## src/rtl/baccarat_datapath_if.sv

```systemverilog
// Hand datapath bus: card/strobe/light inputs from the round FSM side,
// registered cards, scores, tallies and error flags back out.
interface baccarat_datapath_if #(
  parameter int TALLY_W = 8
);
  logic [3:0]         dealt_card;
  logic               load_pcard1;
  logic               load_pcard2;
  logic               load_pcard3;
  logic               load_dcard1;
  logic               load_dcard2;
  logic               load_dcard3;
  logic               player_win_light;
  logic               dealer_win_light;

  logic [3:0]         pcard1;
  logic [3:0]         pcard2;
  logic [3:0]         pcard3;
  logic [3:0]         dcard1;
  logic [3:0]         dcard2;
  logic [3:0]         dcard3;
  logic [3:0]         pscore;
  logic [3:0]         dscore;
  logic [TALLY_W-1:0] player_wins;
  logic [TALLY_W-1:0] dealer_wins;
  logic [TALLY_W-1:0] ties;
  logic               bad_card;
  logic               multi_load_err;

  modport master (
    output dealt_card, load_pcard1, load_pcard2, load_pcard3,
           load_dcard1, load_dcard2, load_dcard3,
           player_win_light, dealer_win_light,
    input  pcard1, pcard2, pcard3, dcard1, dcard2, dcard3,
           pscore, dscore, player_wins, dealer_wins, ties,
           bad_card, multi_load_err
  );

  modport slave (
    input  dealt_card, load_pcard1, load_pcard2, load_pcard3,
           load_dcard1, load_dcard2, load_dcard3,
           player_win_light, dealer_win_light,
    output pcard1, pcard2, pcard3, dcard1, dcard2, dcard3,
           pscore, dscore, player_wins, dealer_wins, ties,
           bad_card, multi_load_err
  );
endinterface

```

## src/rtl/baccarat_datapath.sv

```systemverilog
// Baccarat hand datapath: latches dealt cards, produces combinational hand
// scores for the round FSM, and keeps saturating win/loss/tie tallies.
module baccarat_datapath #(
  parameter int TALLY_W  = 8,
  parameter int MAX_CARD = 13
) (
  input  logic slow_clock,
  input  logic resetb,
  baccarat_datapath_if.slave bus
);

  localparam logic [3:0]         MAX_CODE  = MAX_CARD[3:0];
  localparam logic [TALLY_W-1:0] TALLY_MAX = {TALLY_W{1'b1}};

  logic [3:0]         r_pcard1, r_pcard2, r_pcard3;
  logic [3:0]         r_dcard1, r_dcard2, r_dcard3;
  logic [TALLY_W-1:0] r_player_wins, r_dealer_wins, r_ties;
  logic               r_bad_card;
  logic               r_multi_load_err;
  logic               r_prev_light;

  logic [5:0] w_loads;
  logic       w_any_load;
  logic       w_multi_load;
  logic       w_single_load;
  logic       w_card_ok;
  logic [3:0] w_card_val;
  logic       w_light;
  logic       w_light_rise;

  // Bit order: {p1, p2, p3, d1, d2, d3}
  assign w_loads = {bus.load_pcard1, bus.load_pcard2, bus.load_pcard3,
                    bus.load_dcard1, bus.load_dcard2, bus.load_dcard3};
  assign w_any_load    = |w_loads;
  // Clearing the lowest set bit leaves something only if two or more are set.
  assign w_multi_load  = |(w_loads & (w_loads - 6'd1));
  assign w_single_load = w_any_load & ~w_multi_load;

  assign w_card_ok  = (bus.dealt_card != 4'd0) && (bus.dealt_card <= MAX_CODE);
  assign w_card_val = w_card_ok ? bus.dealt_card : 4'd0;

  assign w_light      = bus.player_win_light | bus.dealer_win_light;
  assign w_light_rise = w_light & ~r_prev_light;

  // Face value for scoring: 1..9 count as-is, empty and 10/J/Q/K count zero.
  function automatic logic [4:0] card_points(input logic [3:0] card);
    return ((card >= 4'd1) && (card <= 4'd9)) ? {1'b0, card} : 5'd0;
  endfunction

  // Sum of three cards is at most 27, so two conditional subtracts give mod 10.
  function automatic logic [3:0] hand_score(input logic [3:0] c1,
                                            input logic [3:0] c2,
                                            input logic [3:0] c3);
    logic [4:0] sum;
    logic [4:0] red;
    sum = card_points(c1) + card_points(c2) + card_points(c3);
    if (sum >= 5'd20)      red = sum - 5'd20;
    else if (sum >= 5'd10) red = sum - 5'd10;
    else                   red = sum;
    return red[3:0];
  endfunction

  // Card registers: single strobe loads one card; pcard1 also starts a new round.
  always_ff @(posedge slow_clock or negedge resetb) begin
    if (!resetb) begin
      r_pcard1 <= 4'd0;
      r_pcard2 <= 4'd0;
      r_pcard3 <= 4'd0;
      r_dcard1 <= 4'd0;
      r_dcard2 <= 4'd0;
      r_dcard3 <= 4'd0;
    end else if (w_single_load) begin
      unique case (w_loads)
        6'b100000: begin
          r_pcard1 <= w_card_val;
          r_pcard2 <= 4'd0;
          r_pcard3 <= 4'd0;
          r_dcard1 <= 4'd0;
          r_dcard2 <= 4'd0;
          r_dcard3 <= 4'd0;
        end
        6'b010000: r_pcard2 <= w_card_val;
        6'b001000: r_pcard3 <= w_card_val;
        6'b000100: r_dcard1 <= w_card_val;
        6'b000010: r_dcard2 <= w_card_val;
        6'b000001: r_dcard3 <= w_card_val;
        default: ;
      endcase
    end
  end

  // Sticky error flags, cleared only by reset.
  always_ff @(posedge slow_clock or negedge resetb) begin
    if (!resetb) begin
      r_bad_card       <= 1'b0;
      r_multi_load_err <= 1'b0;
    end else begin
      if (w_single_load && !w_card_ok) r_bad_card <= 1'b1;
      if (w_multi_load)                r_multi_load_err <= 1'b1;
    end
  end

  // Light edge detector and saturating result tallies, one count per round.
  always_ff @(posedge slow_clock or negedge resetb) begin
    if (!resetb) begin
      r_prev_light  <= 1'b0;
      r_player_wins <= '0;
      r_dealer_wins <= '0;
      r_ties        <= '0;
    end else begin
      r_prev_light <= w_light;
      if (w_light_rise) begin
        if (bus.player_win_light && bus.dealer_win_light) begin
          if (r_ties != TALLY_MAX) r_ties <= r_ties + 1'b1;
        end else if (bus.player_win_light) begin
          if (r_player_wins != TALLY_MAX) r_player_wins <= r_player_wins + 1'b1;
        end else begin
          if (r_dealer_wins != TALLY_MAX) r_dealer_wins <= r_dealer_wins + 1'b1;
        end
      end
    end
  end

  assign bus.pcard1         = r_pcard1;
  assign bus.pcard2         = r_pcard2;
  assign bus.pcard3         = r_pcard3;
  assign bus.dcard1         = r_dcard1;
  assign bus.dcard2         = r_dcard2;
  assign bus.dcard3         = r_dcard3;
  // Scores are combinational so the FSM sees them on the following falling edge.
  assign bus.pscore         = hand_score(r_pcard1, r_pcard2, r_pcard3);
  assign bus.dscore         = hand_score(r_dcard1, r_dcard2, r_dcard3);
  assign bus.player_wins    = r_player_wins;
  assign bus.dealer_wins    = r_dealer_wins;
  assign bus.ties           = r_ties;
  assign bus.bad_card       = r_bad_card;
  assign bus.multi_load_err = r_multi_load_err;

endmodule

```

## src/flat_wrapper.sv

```systemverilog
// flat-port wrapper written by rule: the top's interface ports become plain ports
module baccarat_datapath_flat 
#(
  parameter int TALLY_W  = 8,
  parameter int MAX_CARD = 13
)
  (slow_clock, resetb, bus_dealt_card, bus_load_pcard1, bus_load_pcard2, bus_load_pcard3, bus_load_dcard1, bus_load_dcard2, bus_load_dcard3, bus_player_win_light, bus_dealer_win_light, bus_pcard1, bus_pcard2, bus_pcard3, bus_dcard1, bus_dcard2, bus_dcard3, bus_pscore, bus_dscore, bus_player_wins, bus_dealer_wins, bus_ties, bus_bad_card, bus_multi_load_err);
  baccarat_datapath_if #(.TALLY_W(TALLY_W)) bus_i ();
  input  logic slow_clock;
  input  logic resetb;
  input wire logic [$bits(bus_i.dealt_card)-1:0] bus_dealt_card;
  input wire logic [$bits(bus_i.load_pcard1)-1:0] bus_load_pcard1;
  input wire logic [$bits(bus_i.load_pcard2)-1:0] bus_load_pcard2;
  input wire logic [$bits(bus_i.load_pcard3)-1:0] bus_load_pcard3;
  input wire logic [$bits(bus_i.load_dcard1)-1:0] bus_load_dcard1;
  input wire logic [$bits(bus_i.load_dcard2)-1:0] bus_load_dcard2;
  input wire logic [$bits(bus_i.load_dcard3)-1:0] bus_load_dcard3;
  input wire logic [$bits(bus_i.player_win_light)-1:0] bus_player_win_light;
  input wire logic [$bits(bus_i.dealer_win_light)-1:0] bus_dealer_win_light;
  output wire logic [$bits(bus_i.pcard1)-1:0] bus_pcard1;
  output wire logic [$bits(bus_i.pcard2)-1:0] bus_pcard2;
  output wire logic [$bits(bus_i.pcard3)-1:0] bus_pcard3;
  output wire logic [$bits(bus_i.dcard1)-1:0] bus_dcard1;
  output wire logic [$bits(bus_i.dcard2)-1:0] bus_dcard2;
  output wire logic [$bits(bus_i.dcard3)-1:0] bus_dcard3;
  output wire logic [$bits(bus_i.pscore)-1:0] bus_pscore;
  output wire logic [$bits(bus_i.dscore)-1:0] bus_dscore;
  output wire logic [$bits(bus_i.player_wins)-1:0] bus_player_wins;
  output wire logic [$bits(bus_i.dealer_wins)-1:0] bus_dealer_wins;
  output wire logic [$bits(bus_i.ties)-1:0] bus_ties;
  output wire logic [$bits(bus_i.bad_card)-1:0] bus_bad_card;
  output wire logic [$bits(bus_i.multi_load_err)-1:0] bus_multi_load_err;
  assign bus_i.dealt_card = bus_dealt_card;
  assign bus_i.load_pcard1 = bus_load_pcard1;
  assign bus_i.load_pcard2 = bus_load_pcard2;
  assign bus_i.load_pcard3 = bus_load_pcard3;
  assign bus_i.load_dcard1 = bus_load_dcard1;
  assign bus_i.load_dcard2 = bus_load_dcard2;
  assign bus_i.load_dcard3 = bus_load_dcard3;
  assign bus_i.player_win_light = bus_player_win_light;
  assign bus_i.dealer_win_light = bus_dealer_win_light;
  assign bus_pcard1 = bus_i.pcard1;
  assign bus_pcard2 = bus_i.pcard2;
  assign bus_pcard3 = bus_i.pcard3;
  assign bus_dcard1 = bus_i.dcard1;
  assign bus_dcard2 = bus_i.dcard2;
  assign bus_dcard3 = bus_i.dcard3;
  assign bus_pscore = bus_i.pscore;
  assign bus_dscore = bus_i.dscore;
  assign bus_player_wins = bus_i.player_wins;
  assign bus_dealer_wins = bus_i.dealer_wins;
  assign bus_ties = bus_i.ties;
  assign bus_bad_card = bus_i.bad_card;
  assign bus_multi_load_err = bus_i.multi_load_err;
  baccarat_datapath #(.TALLY_W(TALLY_W), .MAX_CARD(MAX_CARD)) u_core (.slow_clock(slow_clock), .resetb(resetb), .bus(bus_i));
endmodule
```

## config.mk

```make
export PLATFORM = sky130hd
export DESIGN_NAME = baccarat_datapath_flat
export DESIGN_NICKNAME = d
export VERILOG_FILES = /design/src/rtl/baccarat_datapath_if.sv /design/src/rtl/baccarat_datapath.sv /design/src/flat_wrapper.sv
export SDC_FILE = /design/constraint.sdc
export NUM_CORES = 1
export LEC_CHECK = 0
export BUFFER_PORTS_ARGS = -buffer_cell sky130_fd_sc_hd__buf_2
export CORE_AREA = 5 5 93 95
export DETAILED_ROUTE_END_ITERATION = 10
export DIE_AREA = 0 0 98 100
export GPL_TIMING_DRIVEN = 0
export PLACE_DENSITY = 0.7
export RECOVER_POWER = 25
export SYNTH_ARGS = -nofsm -noshare
export SYNTH_HDL_FRONTEND = slang
export SYNTH_SLANG_ARGS = --single-unit
```

## constraint.sdc

```tcl
create_clock -name slow_clock -period 3.43 [get_ports slow_clock]
set_clock_uncertainty 0.15 [all_clocks]
set_input_delay 0.1715 -clock slow_clock [delete_from_list [all_inputs] [get_ports slow_clock]]
set_output_delay 0.1715 -clock slow_clock [all_outputs]
set_load 0.01 [all_outputs]
```

; ---- Yosys cells after proc, flatten, opt, wreduce, memory -nomap -nowiden
; Cells that the tools add are included.
[word_totals]
inputBits = 14
ff_bits = 51
word_cells = 101
output_inout_bits = 58
[op_classes]
mux = 16
n_eq_ne = 9
n_reduce_logical = 27
n_lt_le_gt_ge = 17
addsub = 12
n_bitwise = 8
[ops]
columns = cell, count
row1 = 4-bit 2-to-1 mux, 11
row2 = 4-bit case mux with 2 select lines, 5
row3 = "4-bit <= comparator, second input constant", 7
row4 = "8-bit by 1-bit adder with 8-bit output, second input constant", 3
row5 = "4-bit by 1-bit >= comparator with 1-bit output, second input constant", 6
row6 = "8-bit inequality test, second input constant", 3
row7 = 2-bit AND reduction, 6
row8 = 6-bit OR reduction, 2
row9 = 5-bit by 4-bit adder with 5-bit output, 2
row10 = 5-bit adder, 2
row11 = "5-bit by 4-bit >= comparator with 1-bit output, second input constant", 2
row12 = "5-bit >= comparator, second input constant", 2
row13 = 2-bit nonzero test, 5
row14 = 1-bit logical AND, 9
row15 = 4-bit AND reduction, 2
row16 = "4-bit by 3-bit subtractor with 4-bit output, second input constant", 2
row17 = "4-bit subtractor, second input constant", 2
row18 = 6-bit AND, 1
row19 = "6-bit by 1-bit == test with 1-bit output, second input constant", 1
row20 = "6-bit by 2-bit == test with 1-bit output, second input constant", 1
row21 = "6-bit by 3-bit == test with 1-bit output, second input constant", 1
row22 = "6-bit by 4-bit == test with 1-bit output, second input constant", 1
row23 = "6-bit by 5-bit == test with 1-bit output, second input constant", 1
row24 = "6-bit == test, second input constant", 1
row25 = 7 further kinds, 11

; ---- Longest topological paths before layout
; Gate-level depths: netlist of the first run.
[logic_depth]
ltp_word = 8
depth_mapped = 13
ltp_nobuf = 13

; ---- Worst setup path after synthesis of the first run
; Ideal clock, no wire load.
[synth_path]
path_kind = reg2out
start = reg u_core.r_pcard3[3], in the netlist u_core.bus.pcard3[3]
end = out bus_pscore[3]
arrival_ns = 3.097
path_buffers = 0
stages_incl_launch_ff = 11
required_time_ns = 3.109
slack_ns = 0.011
path_cell_list = dfrtp_1 > nand2b_1 > fa_1 > inv_1 > ha_1 > fa_1 > ha_1 > nor2b_1 > o32ai_1 > nor2_1 > o41ai_1
[synth_between]
elab_chain_len = 7
elab_cells_between_ends = 11
classes_between = add/sub: 3 / order compare: 4 / mux: 3 / reduce/logical: 1
[synth_lines]
columns = element, line
row1 = start: declaration, baccarat_datapath.sv:15  ; logic [3:0] r_pcard1, r_pcard2, r_pcard3;
row2 = start signal: assignment, baccarat_datapath.sv:83  ; 6'b001000: r_pcard3 <= w_card_val;
row3 = 4-bit by 1-bit >= comparator with 1-bit output / 4-bit <= comparator (equally long branches), baccarat_datapath.sv:47  ; return ((card >= 4'd1) && (card <= 4'd9)) ? {1'b0, card} : 5'd0;
row4 = 1-bit logical AND, baccarat_datapath.sv:47
row5 = 4-bit 2-to-1 mux (*), baccarat_datapath.sv:47
row6 = 5-bit by 4-bit adder with 5-bit output (*), baccarat_datapath.sv:56  ; sum = card_points(c1) + card_points(c2) + card_points(c3);
row7 = 4-bit subtractor / 5-bit by 4-bit >= comparator with 1-bit output (equally long branches), baccarat_datapath.sv:58  ; else if (sum >= 5'd10) red = sum - 5'd10;
row8 = 4-bit 2-to-1 mux, baccarat_datapath.sv:58
row9 = 4-bit 2-to-1 mux (*), baccarat_datapath.sv:57  ; if (sum >= 5'd20) red = sum - 5'd20;
row10 = end: declaration, flat_wrapper.sv:26  ; output wire logic [$bits(bus_i.pscore)-1:0] bus_pscore;
; Mark *: on every way between the ends. The rest lies on a longest branch, timed or not.

; ---- Worst setup path after layout of the first run
[layout_path]
start = reg u_core.r_pcard1[3], in the netlist u_core.bus.pcard1[3]
end = out bus_pscore[2]
[layout_between]
elab_chain_len = 8
elab_cells_between_ends = 12
classes_between = add/sub: 4 / order compare: 4 / mux: 3 / reduce/logical: 1
[layout_lines]
columns = element, line
row1 = start: declaration, baccarat_datapath.sv:15
row2 = start signal: assignment, baccarat_datapath.sv:75  ; r_pcard1 <= w_card_val;
row3 = 4-bit by 1-bit >= comparator with 1-bit output / 4-bit <= comparator (equally long branches), baccarat_datapath.sv:47
row4 = 1-bit logical AND, baccarat_datapath.sv:47
row5 = 4-bit 2-to-1 mux (*), baccarat_datapath.sv:47
row6 = 5-bit adder (*), baccarat_datapath.sv:56
row7 = 5-bit by 4-bit adder with 5-bit output (*), baccarat_datapath.sv:56
row8 = 4-bit subtractor / 5-bit by 4-bit >= comparator with 1-bit output (equally long branches), baccarat_datapath.sv:58
row9 = 4-bit 2-to-1 mux, baccarat_datapath.sv:58
row10 = 4-bit 2-to-1 mux (*), baccarat_datapath.sv:57
; Marks and branches as above.

==> results.cfg, run 1 <==
[flow_run]
drv_cap = 0

[power_and_ir_drop]
clkPwrFrac_pct = 15.4
p_leak_nw = 1.88
power_frac_seq_pct = 30.5
total_power_mw = 2.80
power.share.combinational_pct = 54.1
internal_power_mw = 1.69
swShare_pct = 39.8
switching_power_mw = 1.11
ir_worst_vdd_v = 0.000331
power_density_nw_per_um2 = 667

[critical_path]
critPathSlowestCell = fa_2
cp_cell_sequence = buf_6, o21ai_1, and2_1, fa_2, ha_4, fa_2, buf_6, ha_4, nor2b_4, o32ai_4, nor2_2, nor2_1, o32ai_2, buf_2
end_kind = primary output
crit_family = adder cells
crit_path_start_kind = register
worstPathArrival_ps = 3290
path_buf_inv = 3
cp.required_ps = 3110
max_stage_delay_ps = 560
rrSetupSlack_ps = 1710
path_class = register to primary output
crit_fanout = 3

[worst_hold_path]
hold_class = primary input to register

[synth]
ys_seq_area_share_pct = 40.6
synth_cell_type_count = 48
synth_edf_count = 0
synth_warnings = 0
yosys.area.top_type_share_pct = 40.6
synth_flop_cell = dfrtp_1
syn_nets = 340
synth-async-reset-ratio_pct = 100
muxShareOfSynthArea_pct = 3.82
synth_area_per_cell_sq_um = 10.4
synth_top_area_cell = dfrtp_1
synth_top_family_by_area = simple AND/OR/NAND/NOR gates
ys_top_cells_by_area = dfrtp_1, fa_1, ha_1
synthXorXnorAreaFrac_pct = 3.59
syn_area_sq_um = 3140
synth-simple-area-share_pct = 20.4
synth_compound_area_share_pct = 17.5
synth_adder_area_share_pct = 12.4
ys_top_cells_by_count = dfrtp_1, nor2_1, a22o_1
ys_ff_latch = 51
synthMostInstantiatedCell = dfrtp_1
syn_inst = 301

[sta]
max_freq_ghz = 0.277
finalCritPeriodShare_pct = 105
finalWorstSetupSlack_ps = -183
fin_tns_setup_ps = -934
hold_slack_ps = 76.2
maxSlewViolCount = 0
worstMarginPinSlew_ps = 1140
setup_viol = 6
finalHoldViolCount = 0
layout_min_cycle_time_ps = 3610
relSlewSlack_pct = 24.2
rsz0062_at_grt = true

[layout]
area.growth.synth_to_final_pct = 33.6
ff_latch_area_sq_um = 1280
drive_gt1_share_pct = 32.8
filler_cell_count = 674
n_antenna_cell = 0
nets = 443
multi_input_area_sq_um = 2100

[grt]
grt_pass1_wl_um = 12700
grt_overflow_total = 0
antenna_found_initial = 0
grt.total_usage_pct = 15.7
grt_max_degree = 52
grt_pass1_vias = 2666

[floorplan]
die_w_um = 98
boundaryPins = 72
core_area_sq_um = 7650
start_util_pct = 41.1
die_area_sq_um = 9800
die_y_um = 100
rows = 32

[route]
vias = 2716
drc = 0
drt_iter0_markers = 80
vias_per_cell = 5.36
post_drt_wl_per_cell_um = 15.4
dr.pass1.iters = 4
ant_nets = 0
routed_wl_um = 7820

[clock_tree]
cts.path.max_buffers = 2
tritoncts = yes
root_buffer = clkbuf_8
cts-htree-levels = 2
clkLatencyLatePin_ps = 300
clock-sinks = 51
cts_buffers = 5
path_clk_slew_ps = 100

[placed_design]
dp_slack_ps = -110
place_congestion = 0.774
dp_hpwl_um = 5440
numPortBuffers = 71

[status]
violations = setup timing
status = complete, but fails checks
[worst register-to-register path, delay by kind of cell, from the launching register on]
family                   cells  cell delay (ps)
AND/OR/NAND/NOR              2              250
XOR/XNOR                     1              110
buffers and inverters        1              100
adder cells (fa/ha/maj)      1              220
AO/OA/AOI/OAI                1              380
flip-flops                   1              430
[cells in the final DEF, fill, tap and decap left out, types with 3 or more instances in the layout]
master and instances:
dfrtp_1 48, buf_2 37, clkbuf_1 34, nor2_1 26, a22o_1 21, buf_4 18, nand2_1 16, inv_1 11
nand3_1 10, nor3b_2 9, ha_1 9, and2_1 8, mux2_2 8, a21oi_1 8, o21ai_0 7, fa_1 7
nand4_1 6, xor2_1 6, nor2b_1 5, clkbuf_8 5, nand2b_4 4, o21ai_1 4, nor2_2 4, xnor2_1 4
a21boi_0 4, a31oi_1 4, ha_4 4, buf_6 4, nor2b_2 3, nand2b_1 3, inv_2 3, nor2b_4 3
o22ai_1 3, mux2i_1 3, fa_2 3, dlygate4sd3_1 3, dfrtp_2 3
[logic make-up (layout without fill, tap and decap cells)]
kind of cell | after synthesis | in the layout
AO/OA/AOI/OAI | 75 | 75
buffers and inverters | 14 | 118
AND/OR/NAND/NOR | 113 | 113
flip-flops | 51 | 51
multiplexers | 11 | 11
XOR/XNOR | 12 | 12
adder cells (fa/ha/maj) | 25 | 25
[metal layers]
layer | vias to the layer above | track usage, % | routed length (um)
met3 | 10 | 4.24 | 459
li1 | 1311 | - | -
met1 | 1328 | 19.9 | 3450
met5 | - | 0 | 0
met2 | 67 | 27.4 | 3830
met4 | 0 | 2.88 | 77
[layout make-up]
class                   instances  area share (%)
clock buffers                   5            1.64
clock inverters                 3            1.10
inverters                      14            1.25
multi-input cells             236            50.0
flip-flops and latches         51            30.5
well taps                     102            3.04
repair buffers                 96            12.5
[power by group through the flow]
| stage | clock [mW] | sequential [mW] | combinational (mW) |
|---|---|---|---|
| finish | 0.430 | 0.853 | 1.51 |
| CTS | 0.446 | 0.846 | 1.28 |
| floorplan | 0 | 0.881 | 0.651 |
| global placement | 0 | 0.850 | 1.01 |
| global route | 0.469 | 0.876 | 1.66 |
| detailed placement | 0 | 0.856 | 1.04 |
[through the flow]
stage / area [sq um] / instances / utilization, %
final: 4200 / 507 / 54.9
after global routing: 4200 / 507 / 54.9
after CTS: 4010 / 501 / 52.4
after detailed placement: 3620 / 474 / 47.4
after global placement: 3620 / 474 / 47.4
after floorplan: 3140 / 301 / -
[final timing paths]
kind | startpoint | endpoint | depth (start not counted)
max in group asynchronous | resetb | u_core.bus.pcard3[1] | 2
worst min-delay path | bus_dealt_card[0] | u_core.bus.bad_card | 4
min in group asynchronous | resetb | u_core.bus.dealer_wins[6] | 2
worst min register to register | u_core.bus.multi_load_err | u_core.bus.multi_load_err | 1
worst max register to register | u_core.bus.player_wins[0] | u_core.bus.player_wins[2] | 6
worst max-delay path | u_core.bus.pcard1[3] | bus_pscore[2] | 14
[registers in the layout (all words and copies together), names as in the netlist, 4 cells and up]
register and cells:
u_core.bus.pcard1 4, u_core.bus.pcard3 4, u_core.bus.dcard1 4, u_core.bus.player_wins 8, u_core.bus.dcard2 4, u_core.bus.pcard2 4
u_core.bus.dcard3 4, u_core.bus.ties 8, u_core.bus.dealer_wins 8
[timing repair]
action                     in CTS  in global routing
cloned                          0                  0
pin swaps                       9                 13
setup endpoints to repair       6                  6
hold endpoints to repair       52                  0
hold buffers                    3                  0
gates resized for setup        31                 36
buffers inserted               16                  6
Note: power is estimated with default switching activity, not from simulation.
==> run 2: changes to the inputs <==
Settings changed: CORE_AREA 5 5 93 95 to 5 5 83 85, DIE_AREA 0 0 98 100 to 0 0 88 90, PLACE_DENSITY 0.7 to 0.85, SKIP_CTS_REPAIR_TIMING from default to 1.
==> results.cfg, run 2 (same netlist as run 1, synthesis figures left out) <==
[status]
status = complete, but fails checks
violations = capacitance limit, slew limit, setup timing

[layout]
layout.cells.most_common_list = buf_2, dfrtp_1, nor2_1
filler_cell_count = 450
n_antenna_cell = 0
drive_gt1_share_pct = 41.0
final_common_cell = buf_2
area.growth.synth_to_final_pct = 30.0
nets = 438

[grt]
grt_pass1_wl_um = 12000
grt_pass1_vias = 2585
grt_overflow_total = 0
grt.total_usage_pct = 18.8
antenna_found_initial = 0
grt_max_degree = 52

[clock_tree]
root_buffer = clkbuf_8
cts-htree-levels = 2
cts_buffers = 5
tritoncts = yes
clock-sinks = 51
clkLatencyLatePin_ps = 300
path_clk_slew_ps = 90
cts.path.max_buffers = 2

[route]
drt_iter0_markers = 202
ant_nets = 0
dr.pass1.iters = 5
vias_per_cell = 5.94
drc = 0
post_drt_wl_per_cell_um = 17.3
vias = 2832
routed_wl_um = 8260

[floorplan]
rows = 29
die_y_um = 90
core_area_sq_um = 6130
die_w_um = 88
die_area_sq_um = 7920
boundaryPins = 72
start_util_pct = 51.2

[placed_design]
place_congestion = 0.845
numPortBuffers = 71
dp_hpwl_um = 5600
dp_slack_ps = -155

[flow_run]
drv_cap = 1

[power_and_ir_drop]
power.share.combinational_pct = 55.1
ir_worst_vdd_v = 0.000503
total_power_mw = 2.66
swShare_pct = 41.3
p_leak_nw = 1.93
switching_power_mw = 1.10
internal_power_mw = 1.57
clkPwrFrac_pct = 12.9
power_density_nw_per_um2 = 653
power_frac_seq_pct = 32.1

[critical_path]
crit_fanout = 6
worstReg2RegEnd = u_core.bus.player_wins[3]
worstPathArrival_ps = 3390
end_kind = primary output
cp.required_ps = 3110
path_class = register to primary output
crit_start = u_core.bus.pcard1[3]
cp-endpoint = bus_pscore[2]
rrSetupSlack_ps = 1760
crit_path_start_kind = register
r2r_cells = 5
r2r-start = u_core.bus.player_wins[0]

[sta]
relSlewSlack_pct = -84.0
maxSlewViolCount = 52
finalHoldViolCount = 0
finalCritPeriodShare_pct = 108
finalWorstSetupSlack_ps = -283
layout_min_cycle_time_ps = 3710
worstMarginPinSlew_ps = 2760
rsz0062_at_grt = true
max_freq_ghz = 0.269
setup_viol = 6

[worst_hold_path]
hold_class = primary input to register
hp-start = bus_dealt_card[0]
-- run 2: cell types whose count changed in the layout (fill, tap and decap cells not counted), sizes merged --
| cell | previous run | this run |
|---|---|---|
| buf | 59 | 86 |
| bufinv | 1 | 0 |
| clkbuf | 39 | 9 |
| clkinv | 0 | 1 |
| dlygate4sd3 | 3 | 2 |
| inv | 15 | 14 |
-- run 2: worst min path at each step --
stage          slack, ps  cells after the start                  end
2_1_floorplan       -270                      0  u_core.bus.bad_card
5_1_grt              140                      4  u_core.bus.bad_card
6_report             100                      4  u_core.bus.bad_card
3_3_place_gp         260                      2  u_core.r_prev_light
4_1_cts              -60                      2  u_core.r_prev_light
3_5_place_dp         270                      2  u_core.r_prev_light
-- run 2: final cells by class --
class                           instances  area (sq um)  area share (%)
Clock buffer                            6          72.6            1.78
Clock inverter                          2          12.5           0.306
Inverter                               14          52.6            1.29
Multi-Input combinational cell        236          2060            50.4
Sequential cell                        51          1280            31.5
Tap cell                               77          96.3            2.36
Timing Repair Buffer                   91           507            12.4
-- run 2: worst max-delay path: stages (launching register included) --
cell and delay, ps:
dfrtp_1 450, nand2b_1 200, fa_1 510, inv_2 50, ha_4 160, fa_2 610, ha_2 190, nor2b_4 160
o32ai_2 120, nor2_2 210, nor2_1 90, o32ai_2 190, buf_2 170
-- run 2: per-layer routing --
metal / global-route usage (%) / up-vias / share of wire, %
met5: 0 / - / 0
met4: 4.09 / 0 / 1.2
met3: 4.30 / 10 / 6.3
met2: 31.4 / 102 / 52
met1: 24.6 / 1415 / 41
li1: - / 1305 / -
-- run 2: power by group through the flow --
| stage | sequential, mW | clock (mW) | combinational (mW) |
|---|---|---|---|
| detailed placement | 0.859 | 0 | 1.05 |
| finish | 0.854 | 0.343 | 1.47 |
| floorplan | 0.881 | 0 | 0.651 |
| CTS | 0.848 | 0.351 | 1.05 |
| global route | 0.874 | 0.380 | 1.58 |
| global placement | 0.850 | 0 | 0.991 |
-- run 2: through the flow --
step / instances / cell area (sq um) / utilization, % / hold WS, ps / TNS (ps)
2_1_floorplan: 301 / 3140 / - / -274 / 0
3_3_place_gp: 449 / 3590 / 58.6 / 264 / -35.4
3_5_place_dp: 449 / 3590 / 58.6 / 273 / -579
4_1_cts: 457 / 3680 / 60.0 / -59.4 / -2630
5_1_grt: 477 / 4080 / 66.6 / 137 / -2160
6_report: 477 / 4080 / 66.6 / 99.9 / -1530
==> run 3: changes to the inputs <==
Settings changed: HOLD_SLACK_MARGIN from default to 0.12, SETUP_SLACK_MARGIN from default to 0.1.
==> results.cfg, run 3 (same netlist as run 1, synthesis figures left out) <==
[clock_tree]
tritoncts = yes
cts_buffers = 5
clkLatencyLatePin_ps = 300
root_buffer = clkbuf_8
cts-htree-levels = 2
path_clk_slew_ps = 90
cts.path.max_buffers = 2
clock-sinks = 51

[grt]
grt_pass1_wl_um = 12300
grt_pass1_vias = 2562
grt.total_usage_pct = 19.2
grt_overflow_total = 0
antenna_found_initial = 0
grt_max_degree = 52

[sta]
hold_slack_ps = 140
finalCritPeriodShare_pct = 109
setup_viol = 6
worstMarginPinSlew_ps = 1090
fin_tns_setup_ps = -1170
finalHoldViolCount = 0
maxSlewViolCount = 0
max_freq_ghz = 0.269
finalWorstSetupSlack_ps = -292
relSlewSlack_pct = 27.2
rsz0062_at_grt = true
layout_min_cycle_time_ps = 3720

[layout]
fin_area_sq_um = 4010
area.growth.synth_to_final_pct = 27.8
final_cells = 476
n_antenna_cell = 0
layout.cells.most_common_list = buf_2, dfrtp_1, nor2_1
drive_gt1_share_pct = 33.1
nets = 437
fin_util_pct = 65.4
final_common_cell = buf_2

[critical_path]
worstReg2RegEnd = u_core.bus.player_wins[2]
crit_fanout = 5
end_kind = primary output
max_stage_delay_ps = 540
path_buf_inv = 2
rrSetupSlack_ps = 1710
cp.required_ps = 3110
r2r_cells = 6
worstPathArrival_ps = 3400
r2r-start = u_core.bus.player_wins[0]
crit_path_start_kind = register
cp_cell_sequence = nand2b_4, fa_1, inv_1, ha_2, fa_2, ha_4, nor2b_4, o32ai_4, o22ai_2, o311ai_1, buf_2
critPathSlowestCell = fa_1
path_class = register to primary output
crit_family = adder cells

[floorplan]
die_y_um = 90
core_area_sq_um = 6130
boundaryPins = 72
die_area_sq_um = 7920
start_util_pct = 51.2
rows = 29
die_w_um = 88

[route]
vias_per_cell = 5.70
drc = 0
post_drt_wl_per_cell_um = 16.1
dr.pass1.iters = 4
drt_iter0_markers = 118
ant_nets = 0
vias = 2715
routed_wl_um = 7660

[worst_hold_path]
hold_class = primary input to register
hold_end = u_core.bus.player_wins[6]
min_path_cells = 3
hp-start = bus_dealer_win_light

[power_and_ir_drop]
p_leak_nw = 1.88
power_density_nw_per_um2 = 627
ir_worst_vdd_v = 0.000477
total_power_mw = 2.52

[placed_design]
dp_slack_ps = -98.7
placedCellCount = 449
numPortBuffers = 71
place_congestion = 0.904
placed_cell_area_sq_um = 3600
dp_hpwl_um = 5620

[status]
violations = setup timing
status = complete, but fails checks

[flow_run]
drv_cap = 0
-- run 3: cell types whose count changed in the layout (fill, tap and decap cells not counted), moves of 3 or more --
cell | previous run | this run
dlygate4sd3_1 | 2 | 6
fa_1 | 5 | 8
nor2b_2 | 4 | 0
clkbuf_1 | 4 | 20
buf_2 | 68 | 53
buf_4 | 18 | 13
fa_2 | 5 | 2
nor2b_1 | 4 | 8
-- run 3: worst max path at each step --
stage / start / to / slack (ps) / cells after the start
2_1_floorplan: u_core.bus.pcard3[3] / bus_pscore[2] / 90 / 11
3_3_place_gp: u_core.bus.pcard3[3] / bus_pscore[3] / -50 / 12
6_report: u_core.bus.dcard2[3] / bus_dscore[3] / -290 / 11
5_1_grt: u_core.bus.dcard2[3] / bus_dscore[3] / -460 / 10
4_1_cts: u_core.bus.pcard3[3] / bus_pscore[3] / -440 / 12
3_5_place_dp: u_core.bus.dcard3[3] / bus_dscore[3] / -100 / 11
-- run 3: layer usage --
layer	up-vias	wire length, um	GRT usage (%)
met1	1314	3130	24.4
li1	1298	-	-
met2	88	3860	31.3
met5	-	0	0
met4	0	125	5.24
met3	15	547	5.94
-- run 3: worst register-to-register path, cell delays in order (launching register included) --
cell and delay, ps:
dfrtp_1 420, ha_1 210, nand4_1 160, o21ai_1 380, inv_1 110, nand2_1 100, xnor2_1 110
-- run 3: power breakdown --
group / switching [mW] / internal [mW] / leakage (nW)
clock network: 0.184 / 0.144 / 0.0422
registers: 0.140 / 0.711 / 0.654
logic: 0.690 / 0.647 / 1.18
total: 1.01 / 1.50 / 1.88
-- run 3: final cells by class --
type                       instances  area [sq um]
sequential                        51          1280
clock buffer                       7          76.3
multi-input combinational        236          2010
tap                               77          96.3
timing repair buffer              90           490
clock inverter                     1          5.00
fill                             489          2120
inverter                          14          52.6
